[src/rtl/mem_pkg.sv]
// Shared definitions for the memory pipeline stage.
//   - Instruction type codes as seen on the execute/memory register.
//   - funct3 access-size codes for loads and stores.
//   - Memory stage FSM state constants (IDLE, WAIT).
//   - Helpers for store byte strobes, store lane replication and
//     access alignment checking.
// WORD_SIZE defaults to 32 when not supplied on the command line; the
// byte-lane logic assumes a 32-bit word.
// Optional feature macro: MISALIGN_EXC_EN (used by mem_stage).

`ifndef WORD_SIZE
`define WORD_SIZE 32
`endif

package mem_pkg;

    localparam int WORD_SIZE_DEFAULT = `WORD_SIZE;

    localparam logic [1:0] ITYPE_ALU    = 2'd0;
    localparam logic [1:0] ITYPE_LOAD   = 2'd1;
    localparam logic [1:0] ITYPE_STORE  = 2'd2;
    localparam logic [1:0] ITYPE_BRANCH = 2'd3;

    localparam logic [2:0] F3_B  = 3'b000;
    localparam logic [2:0] F3_H  = 3'b001;
    localparam logic [2:0] F3_W  = 3'b010;
    localparam logic [2:0] F3_BU = 3'b100;
    localparam logic [2:0] F3_HU = 3'b101;

    typedef logic [0:0] state_t;
    localparam state_t ST_IDLE = 1'b0;
    localparam state_t ST_WAIT = 1'b1;

    // Byte strobes for a store; any funct3 that is not a byte or half
    // store is treated as a full word store.
    function automatic logic [3:0] store_strobe(input logic [2:0] f3, input logic [1:0] offset);
        logic [3:0] strb;
        case (f3)
            F3_B:    strb = 4'b0001 << offset;
            F3_H:    strb = 4'b0011 << {offset[1], 1'b0};
            default: strb = 4'b1111;
        endcase
        return strb;
    endfunction

    // Store data is replicated across every lane it could land in so the
    // strobes alone select the bytes written.
    function automatic logic [31:0] store_data(input logic [2:0] f3, input logic [31:0] data);
        logic [31:0] wdata;
        case (f3)
            F3_B:    wdata = {4{data[7:0]}};
            F3_H:    wdata = {2{data[15:0]}};
            default: wdata = data;
        endcase
        return wdata;
    endfunction

    // Only true half and word accesses can be misaligned; HU exists only
    // for loads, so a store with that code is an "other" (word) store.
    function automatic logic is_misaligned(input logic is_store, input logic [2:0] f3,
                                           input logic [1:0] offset);
        logic mis;
        mis = 1'b0;
        if (f3 == F3_W)
            mis = (offset != 2'b00);
        else if (f3 == F3_H || (!is_store && f3 == F3_HU))
            mis = offset[0];
        return mis;
    endfunction

endpackage

[src/rtl/load_formatter.sv]
// Load data formatter for the memory stage (purely combinational).
// Selects the addressed byte or halfword lane of the returned memory
// word and sign- or zero-extends it to the full word.
// Ports:
//   rdata   in   WORD_SIZE  word returned by data memory
//   funct3  in   3          load size/sign code
//   offset  in   2          low address bits of the load
//   result  out  WORD_SIZE  formatted load value

module load_formatter
    import mem_pkg::*;
#(
    parameter int WORD_SIZE = 32
) (
    input  logic [WORD_SIZE-1:0] rdata,
    input  logic [2:0]           funct3,
    input  logic [1:0]           offset,
    output logic [WORD_SIZE-1:0] result
);

    logic [7:0]  byte_lane;
    logic [15:0] half_lane;

    // Halfword lane ignores offset[0]; an odd half offset either raised an
    // exception earlier or is deliberately rounded down.
    always_comb begin
        byte_lane = rdata[7:0];
        case (offset)
            2'd0: byte_lane = rdata[7:0];
            2'd1: byte_lane = rdata[15:8];
            2'd2: byte_lane = rdata[23:16];
            2'd3: byte_lane = rdata[31:24];
            default: byte_lane = rdata[7:0];
        endcase
        half_lane = offset[1] ? rdata[31:16] : rdata[15:0];

        case (funct3)
            F3_B:    result = {{(WORD_SIZE-8){byte_lane[7]}}, byte_lane};
            F3_BU:   result = {{(WORD_SIZE-8){1'b0}}, byte_lane};
            F3_H:    result = {{(WORD_SIZE-16){half_lane[15]}}, half_lane};
            F3_HU:   result = {{(WORD_SIZE-16){1'b0}}, half_lane};
            default: result = rdata;
        endcase
    end

endmodule

[src/rtl/mem_stage.sv]
// Memory stage of the pipeline.
// Consumes the execute/memory register, performs loads and stores through a
// req/ready data memory handshake, formats load data and hands completions
// (rob_id, pc, result) to writeback. ALU and branch results pass straight
// through with one cycle of latency.
// Ports:
//   clk, reset                   clock and asynchronous active-high reset
//   valid, instruction_type, pc, funct3, aluResult, s2, rob_id
//                                incoming instruction from execute/memory
//   stall_out                    hold the execute/memory register
//   mem_req, mem_we, mem_addr, mem_wdata, mem_wstrb
//                                data memory request (held until mem_ready)
//   mem_ready, mem_rdata         data memory response
//   wb_stall                     writeback cannot accept this cycle
//   wb_valid, wb_rob_id, wb_pc, wb_result, wb_exc
//                                completion towards writeback
// Optional feature: define MISALIGN_EXC_EN to turn misaligned half/word
// accesses into single-cycle exceptions instead of silently rounding the
// address down. Without it wb_exc is constant 0.

`ifndef WORD_SIZE
`define WORD_SIZE 32
`endif

module mem_stage
    import mem_pkg::*;
#(
    parameter int WORD_SIZE = `WORD_SIZE
) (
    input  logic                 clk,
    input  logic                 reset,
    input  logic                 valid,
    input  logic [1:0]           instruction_type,
    input  logic [WORD_SIZE-1:0] pc,
    input  logic [2:0]           funct3,
    input  logic [WORD_SIZE-1:0] aluResult,
    input  logic [WORD_SIZE-1:0] s2,
    input  logic [6:0]           rob_id,
    output logic                 stall_out,
    output logic                 mem_req,
    output logic                 mem_we,
    output logic [WORD_SIZE-1:0] mem_addr,
    output logic [WORD_SIZE-1:0] mem_wdata,
    output logic [3:0]           mem_wstrb,
    input  logic                 mem_ready,
    input  logic [WORD_SIZE-1:0] mem_rdata,
    input  logic                 wb_stall,
    output logic                 wb_valid,
    output logic [6:0]           wb_rob_id,
    output logic [WORD_SIZE-1:0] wb_pc,
    output logic [WORD_SIZE-1:0] wb_result,
    output logic                 wb_exc
);

    state_t               state;
    logic [WORD_SIZE-1:0] addr_q;
    logic [WORD_SIZE-1:0] data_q;
    logic [2:0]           funct3_q;
    logic                 store_q;
    logic [6:0]           rob_q;
    logic [WORD_SIZE-1:0] pc_q;
    logic [WORD_SIZE-1:0] load_data;
    logic                 accept;
    logic                 wb_hold;
    logic                 is_mem_op;

    load_formatter #(
        .WORD_SIZE(WORD_SIZE)
    ) u_load_formatter (
        .rdata  (mem_rdata),
        .funct3 (funct3_q),
        .offset (addr_q[1:0]),
        .result (load_data)
    );

    // A completion stuck behind wb_stall blocks new work so it can never be
    // overwritten; WAIT blocks new work until the memory answers.
    assign wb_hold   = wb_valid && wb_stall;
    assign stall_out = (state == ST_WAIT) || wb_hold;
    assign accept    = valid && !stall_out;
    assign is_mem_op = (instruction_type == ITYPE_LOAD) || (instruction_type == ITYPE_STORE);

    // Request is a pure function of state and latched operands, so it stays
    // stable until mem_ready and drops as soon as reset clears the state.
    assign mem_req   = (state == ST_WAIT);
    assign mem_we    = mem_req && store_q;
    assign mem_addr  = {addr_q[WORD_SIZE-1:2], 2'b00};
    assign mem_wdata = store_data(funct3_q, data_q);
    assign mem_wstrb = mem_we ? store_strobe(funct3_q, addr_q[1:0]) : 4'b0000;

`ifdef MISALIGN_EXC_EN
    logic exc_q;
    assign wb_exc = exc_q;
`else
    assign wb_exc = 1'b0;
`endif

    always_ff @(posedge clk or posedge reset) begin
        if (reset) begin
            state     <= ST_IDLE;
            addr_q    <= '0;
            data_q    <= '0;
            funct3_q  <= '0;
            store_q   <= 1'b0;
            rob_q     <= '0;
            pc_q      <= '0;
            wb_valid  <= 1'b0;
            wb_rob_id <= '0;
            wb_pc     <= '0;
            wb_result <= '0;
`ifdef MISALIGN_EXC_EN
            exc_q     <= 1'b0;
`endif
        end else begin
            case (state)
                ST_IDLE: begin
                    if (accept) begin
                        if (is_mem_op) begin
`ifdef MISALIGN_EXC_EN
                            if (is_misaligned(instruction_type == ITYPE_STORE, funct3, aluResult[1:0])) begin
                                wb_valid  <= 1'b1;
                                wb_rob_id <= rob_id;
                                wb_pc     <= pc;
                                wb_result <= aluResult;
                                exc_q     <= 1'b1;
                            end else
`endif
                            begin
                                addr_q   <= aluResult;
                                data_q   <= s2;
                                funct3_q <= funct3;
                                store_q  <= (instruction_type == ITYPE_STORE);
                                rob_q    <= rob_id;
                                pc_q     <= pc;
                                wb_valid <= 1'b0;
                                state    <= ST_WAIT;
`ifdef MISALIGN_EXC_EN
                                exc_q    <= 1'b0;
`endif
                            end
                        end else begin
                            wb_valid  <= 1'b1;
                            wb_rob_id <= rob_id;
                            wb_pc     <= pc;
                            wb_result <= aluResult;
`ifdef MISALIGN_EXC_EN
                            exc_q     <= 1'b0;
`endif
                        end
                    end else if (!wb_hold) begin
                        wb_valid <= 1'b0;
                    end
                end
                ST_WAIT: begin
                    if (mem_ready) begin
                        wb_valid  <= 1'b1;
                        wb_rob_id <= rob_q;
                        wb_pc     <= pc_q;
                        wb_result <= store_q ? '0 : load_data;
                        state     <= ST_IDLE;
                    end
                end
                default: state <= ST_IDLE;
            endcase
        end
    end

endmodule

[config.mk]
export PLATFORM = sky130hd
export DESIGN_NAME = mem_stage
export DESIGN_NICKNAME = d
export VERILOG_FILES = /design/src/rtl/mem_pkg.sv /design/src/rtl/load_formatter.sv /design/src/rtl/mem_stage.sv
export SDC_FILE = /design/constraint.sdc
export NUM_CORES = 1
export LEC_CHECK = 0
export CAP_MARGIN = 40
export CORE_MARGIN = 8
export CORE_UTILIZATION = 46
export CTS_CLUSTER_DIAMETER = 200
export CTS_CLUSTER_SIZE = 30
export DETAILED_ROUTE_END_ITERATION = 8
export PLACE_DENSITY = 0.8
export SLEW_MARGIN = 20
export SYNTH_ARGS = -nofsm -noshare
export SYNTH_HDL_FRONTEND = slang
export SYNTH_SLANG_ARGS = --single-unit
[constraint.sdc]
create_clock -name clk -period 6.4 [get_ports clk]
set_input_delay 0.96 -clock clk [delete_from_list [all_inputs] [get_ports clk]]
set_output_delay 0.96 -clock clk [all_outputs]
set_load 0.05 [all_outputs]
Word level (Yosys, flattened, before mapping) --
Cells that the tools add are included.
Operators by class: eq/ne operators 12, shifts and indexed selects 2, multiplexer cells 28, bitwise logic cells 1, reductions and logical operators 11
Operators with widths (count):
- 32-bit two-way mux | 7
- 32-bit one-hot mux with 2 select lines | 3
- 32-bit one-hot mux with 4 select lines | 1
- 8-bit one-hot mux with 4 select lines | 1
- 7-bit two-way mux | 3
- 16-bit two-way mux | 1
- 7-bit one-hot mux with 2 select lines | 1
- 4-bit one-hot mux with 2 select lines | 1
- 1-bit two-way mux | 7
- 2-bit equality test (second input constant) | 3
- 3-bit equality test (second input constant) | 2
- 2-bit != test (second input constant) | 3
- 3-bit AND reduction | 2
- 2-bit by 1-bit equality test with 1-bit output (second input constant) | 2
- 4-bit two-way mux | 1
- 1-bit one-hot mux with 2 select lines | 2
- 1-bit by 2-bit left shift with 4-bit output (first input constant) | 1
- 2-bit by 2-bit left shift with 4-bit output (first input constant) | 1
- 3-bit by 1-bit equality test with 1-bit output (second input constant) | 1
- 1-bit logical AND | 3
- 3-bit logical NOT | 1
- 3-bit != test (second input constant) | 1
- 2-bit logical NOT | 1
- 1-bit logical OR | 2
- 3 further kinds | 3
Word-level totals: bits in registers 180

Logic depth before layout (Yosys ltp) --
word-level depth 6, gate-level depth with buffers 8, depth with buffers taken out 6

Cells and area by module --
Synthesis repeated with hierarchy kept, for this count alone.
Unflattened totals: cell total of the unflattened synthesis 714, area total of the unflattened synthesis 9177.6 sq um
Modules (own cells, without submodules):
- mem_stage | instances 1, cells each 603, area an instance 8509.4 sq um, sequential area each 4504.3 sq um
- load_formatter | instances 1, cells each 111, area an instance 668.1 sq um, sequential area each 0.0 sq um

Worst setup path after synthesis --
No wires, ideal clock.
path type flip-flop to output port, start point register state, in the netlist mem_req, end point output mem_wstrb[0], data arrival time 2.396 ns, data required time 5.440 ns, slack 3.044 ns, cell stages (with the launch flop) 5, buffers on the path 2, cell sequence dfrtp_1 > clkbuf_1 > clkbuf_1 > nand2_1 > a21oi_1
On the way: longest elaborated chain between the ends 2
RTL lines:
- start, declared | line mem_stage.sv:55 | state_t state;
- start signal, assigned | line mem_stage.sv:100 | state <= ST_IDLE;
- start signal, assigned | line mem_stage.sv:136 | state <= ST_WAIT;
- start signal, assigned | line mem_stage.sv:160 | state <= ST_IDLE;
- 1-bit logical AND | line mem_stage.sv:86 | assign mem_we = mem_req && store_q;
- 4-bit two-way mux | line mem_stage.sv:89 | assign mem_wstrb = mem_we ? store_strobe(funct3_q, addr_q[1:0]) : 4'b0000;
- end, declared | line mem_stage.sv:44 | output logic [3:0] mem_wstrb,
Every way passes these cells.

Worst setup path after layout --
start point register state, in the netlist mem_req, end point output mem_wstrb[2]
The elaborated chain is that of the path after synthesis.

==> impl_metrics.yaml <==
sta:
  rsz0062_at_grt: "false"
  final-hold-violation-count: 0
  fmax_ghz: 0.265
  fin_setup_tns_ps: 0
  skew_ps: 16.8
  worstMarginPinSlew_ps: 828
  period_share_pct: 59.0
  setup_viol: 0
  slew_viol_final: 0
  fin_crit_ps: 3780
  holdWs_ps: 479
  max-slew-margin-rel_pct: 44.7
  fin_ws_ps: 2620
layout:
  multi_input_area_mm2: 0.00360
  seq_area_mm2: 0.00451
  drive_gt1_share_pct: 17.9
  fillers: 1435
  layout.nets: 1134
  area_growth_syn_to_layout_pct: 38.9
  fin_cells: 1236
outcome:
  status: "complete, no violations"
clocking:
  cts.repair.resized: 0
  cts_setup_buffers: 0
  h-tree-depth: 4
  cts_root_buf: "clkbuf_16"
  max-clock-path-buffers: 2
  clkTransAtPathRegs_ps: 70
  cts_tree: "yes"
  ctsHoldBuffers: 0
  numCtsBuffers: 17
  clock_latency_ps: 440
  clock-sinks: 180
placement:
  io_buffers: 285
  pre_cts_ws_ps: 2430
  gp_congestion: 0.859
  placed_cells: 1200
  dp_hpwl_um: 18500
synth:
  yosys_warnings: 0
  synth-async-reset-ratio_pct: 100
  netlist_area_mm2: 0.00865
  synthFlopType: "dfrtp_1"
  synth_edf_count: 0
  ys_types: 39
  synth_top_family_by_area: "multiplexers"
  muxShareOfSynthArea_pct: 23.7
  ys_ff_latch: 180
  synth_compound_area_share_pct: 6.89
  syn_avg_cell_area_um2: 11.3
  synthCells: 763
  seq_area_frac_synth_pct: 52.1
  yosys.area_share.adder_pct: 0.145
  synth_xor_area_share_pct: 0
  synth_simple_gate_area_share_pct: 10.5
job:
  maxCapViolations: 0
grt:
  grt_antenna_before_repair: 1
  grt_max_degree: 80
  grt_first_pass_wirelength_um: 39800
  grt_pass1_vias: 6896
  grt_use_total_pct: 21.8
  gr-total-overflow: 0
detailed_routing:
  routed_wl_um: 25600
  dr.pass1.iters: 4
  post_drt_wl_per_cell_um: 20.7
  ant_nets: 0
  drc: 0
  drt_first_iter_violations: 373
  via_per_inst: 5.31
  vias: 6560
floorplan:
  dieWidth_um: 153
  rows: 50
  start_util_pct: 46.5
  ios: 289
  coreArea_mm2: 0.0186
  die_h_um: 153
  die_area_mm2: 0.0234
critical_path:
  timing.rr.end: "wb_result[16]"
  cp-start-kind: "flip-flop"
  ff2ff_setup_slack_ps: 3300
  path_max_fanout: 49
  crit_chain: "buf_4 -> nand2_1 -> a21oi_1 -> clkdlybuf4s50_1"
  timing.rr.start: "mem_req"
  worst_ep_arrival_time_ps: 2820
  crit_path_top_delay_cell: "clkdlybuf4s50_1"
  r2r_cells: 5
  crit_buf_inv: 2
  critical_path_class: "flip-flop to output pin"
  cp-end-kind: "output pin"
  cp_data_required_time_ps: 5440
  max_stage_delay_ps: 850
  critical-path-top-delay-family: "buffers and inverters"
pwr:
  ir_drop_mv: 0.403
  finalPower_uw: 6570
  power_density_mw_per_mm2: 547
  p_leak_uw: 0.00506
worst_hold_path:
  hp-class: "flip-flop to flip-flop"
  hold_path_depth: 2
  min_to: "wb_pc[24]"
  min_from: "wb_pc[24]"
==> how the worst max path moves through the flow <==
stage               depth (start not counted)       endpoint           startpoint
detailed placement                          6     data_q[29]  instruction_type[0]
CTS                                         4  mem_wdata[13]          funct3_q[0]
global placement                            6      addr_q[2]  instruction_type[0]
floorplan                                   1      addr_q[0]                reset
finish                                      4   mem_wstrb[2]              mem_req
global route                                4   mem_wstrb[2]              mem_req
==> tightest hold or removal path: cells and delay by family, from the launching register on <==
family	cells	cell delay, ps
simple gates	1	40
flops	1	340
compound gates	1	60
==> state kept, by name, indices dropped and copies added, names as in the netlist <==
name and flops:
wb_pc 32, wb_rob_id 7, addr_q 32, wb_valid 1
pc_q 32, wb_result 32, rob_q 7, funct3_q 3
mem_req 1, store_q 1, data_q 32
==> cell families (layout without fill, tap and decap cells) <==
group,count (synthesis),count (layout)
AO/OA/AOI/OAI,106,106
adder cells (fa/ha/maj),1,1
other,1,4
AND/OR/NAND/NOR,194,194
multiplexers,181,181
flip-flops,180,180
buffers and inverters,100,336
==> per-stage QoR <==
step | utilization, % | cell area, µm²
3_3_place_gp | 61.0 | 11300
2_1_floorplan | - | 8650
6_report | 64.6 | 12000
5_1_grt | 64.6 | 12000
3_5_place_dp | 61.2 | 11400
4_1_cts | 64.3 | 12000
==> placed cells by master, fill, tap and decap left out, types with 2 or more instances in the layout <==
cell and instances:
clkdlybuf4s50_1 285, nand3_1 23, o211ai_1 7, mux2_2 106
o21ai_0 56, dfrtp_1 179, nor2_1 27, o21a_1 2
inv_1 5, clkinvlp_4 5, nand2b_1 3, o2111ai_1 7
nand2_1 88, a21oi_1 29, and3_1 2, nor3b_1 9
nor2b_1 8, mux2i_1 55, inv_8 2, clkinv_4 2
nand4_1 18, inv_6 3, clkbuf_16 17, buf_8 2
a22oi_1 2, conb_1 3, mux2_4 19, nor3_1 7
buf_4 9
==> metal layers <==
layer | track usage [%] | routed length (µm)
met1 | 27.0 | 10600
met3 | 7.36 | 2040
met2 | 34.3 | 12100
met4 | 9.00 | 830
met5 | 0 | 0
==> power breakdown <==
part	total, µW	switching (µW)	internal [µW]	leakage (µW)
Sequential	1930	312	1620	0.00215
Clock	1040	484	558	0.000272
Combinational	3590	2270	1320	0.00263
==> cell usage after synthesis, types with 2 or more instances <==
cell type	instances	share of area, %
buf_2	10	0.58
a21oi_1	29	1.7
a22oi_1	2	0.17
nor3b_1	9	0.78
and3_1	2	0.14
nor3_1	7	0.41
clkbuf_1	32	1.4
nand2_1	88	3.8
nor2_1	28	1.2
mux2_2	106	14
o21ai_0	56	3.2
mux2i_1	55	6.4
o2111ai_1	7	0.71
buf_6	4	0.52
nand3_1	23	1.3
mux2_4	19	3.3
nand4_1	18	1.3
nor2b_1	8	0.58
nand2b_1	3	0.22
o211ai_1	7	0.61
dfrtp_1	180	52
buf_1	7	0.30
inv_1	6	0.26
buf_4	41	3.6
o21a_1	2	0.17
==> final cells by class <==
type	instances	share of cell area, %
clock inverters	14	1.22
inverters	6	0.229
well taps	234	2.44
repair buffers	298	25.0
flip-flops and latches	180	37.5
clock buffers	18	3.66
multi-input cells	485	30.0
diodes	1	0.0208
Note: power is estimated with default switching activity, not from simulation.
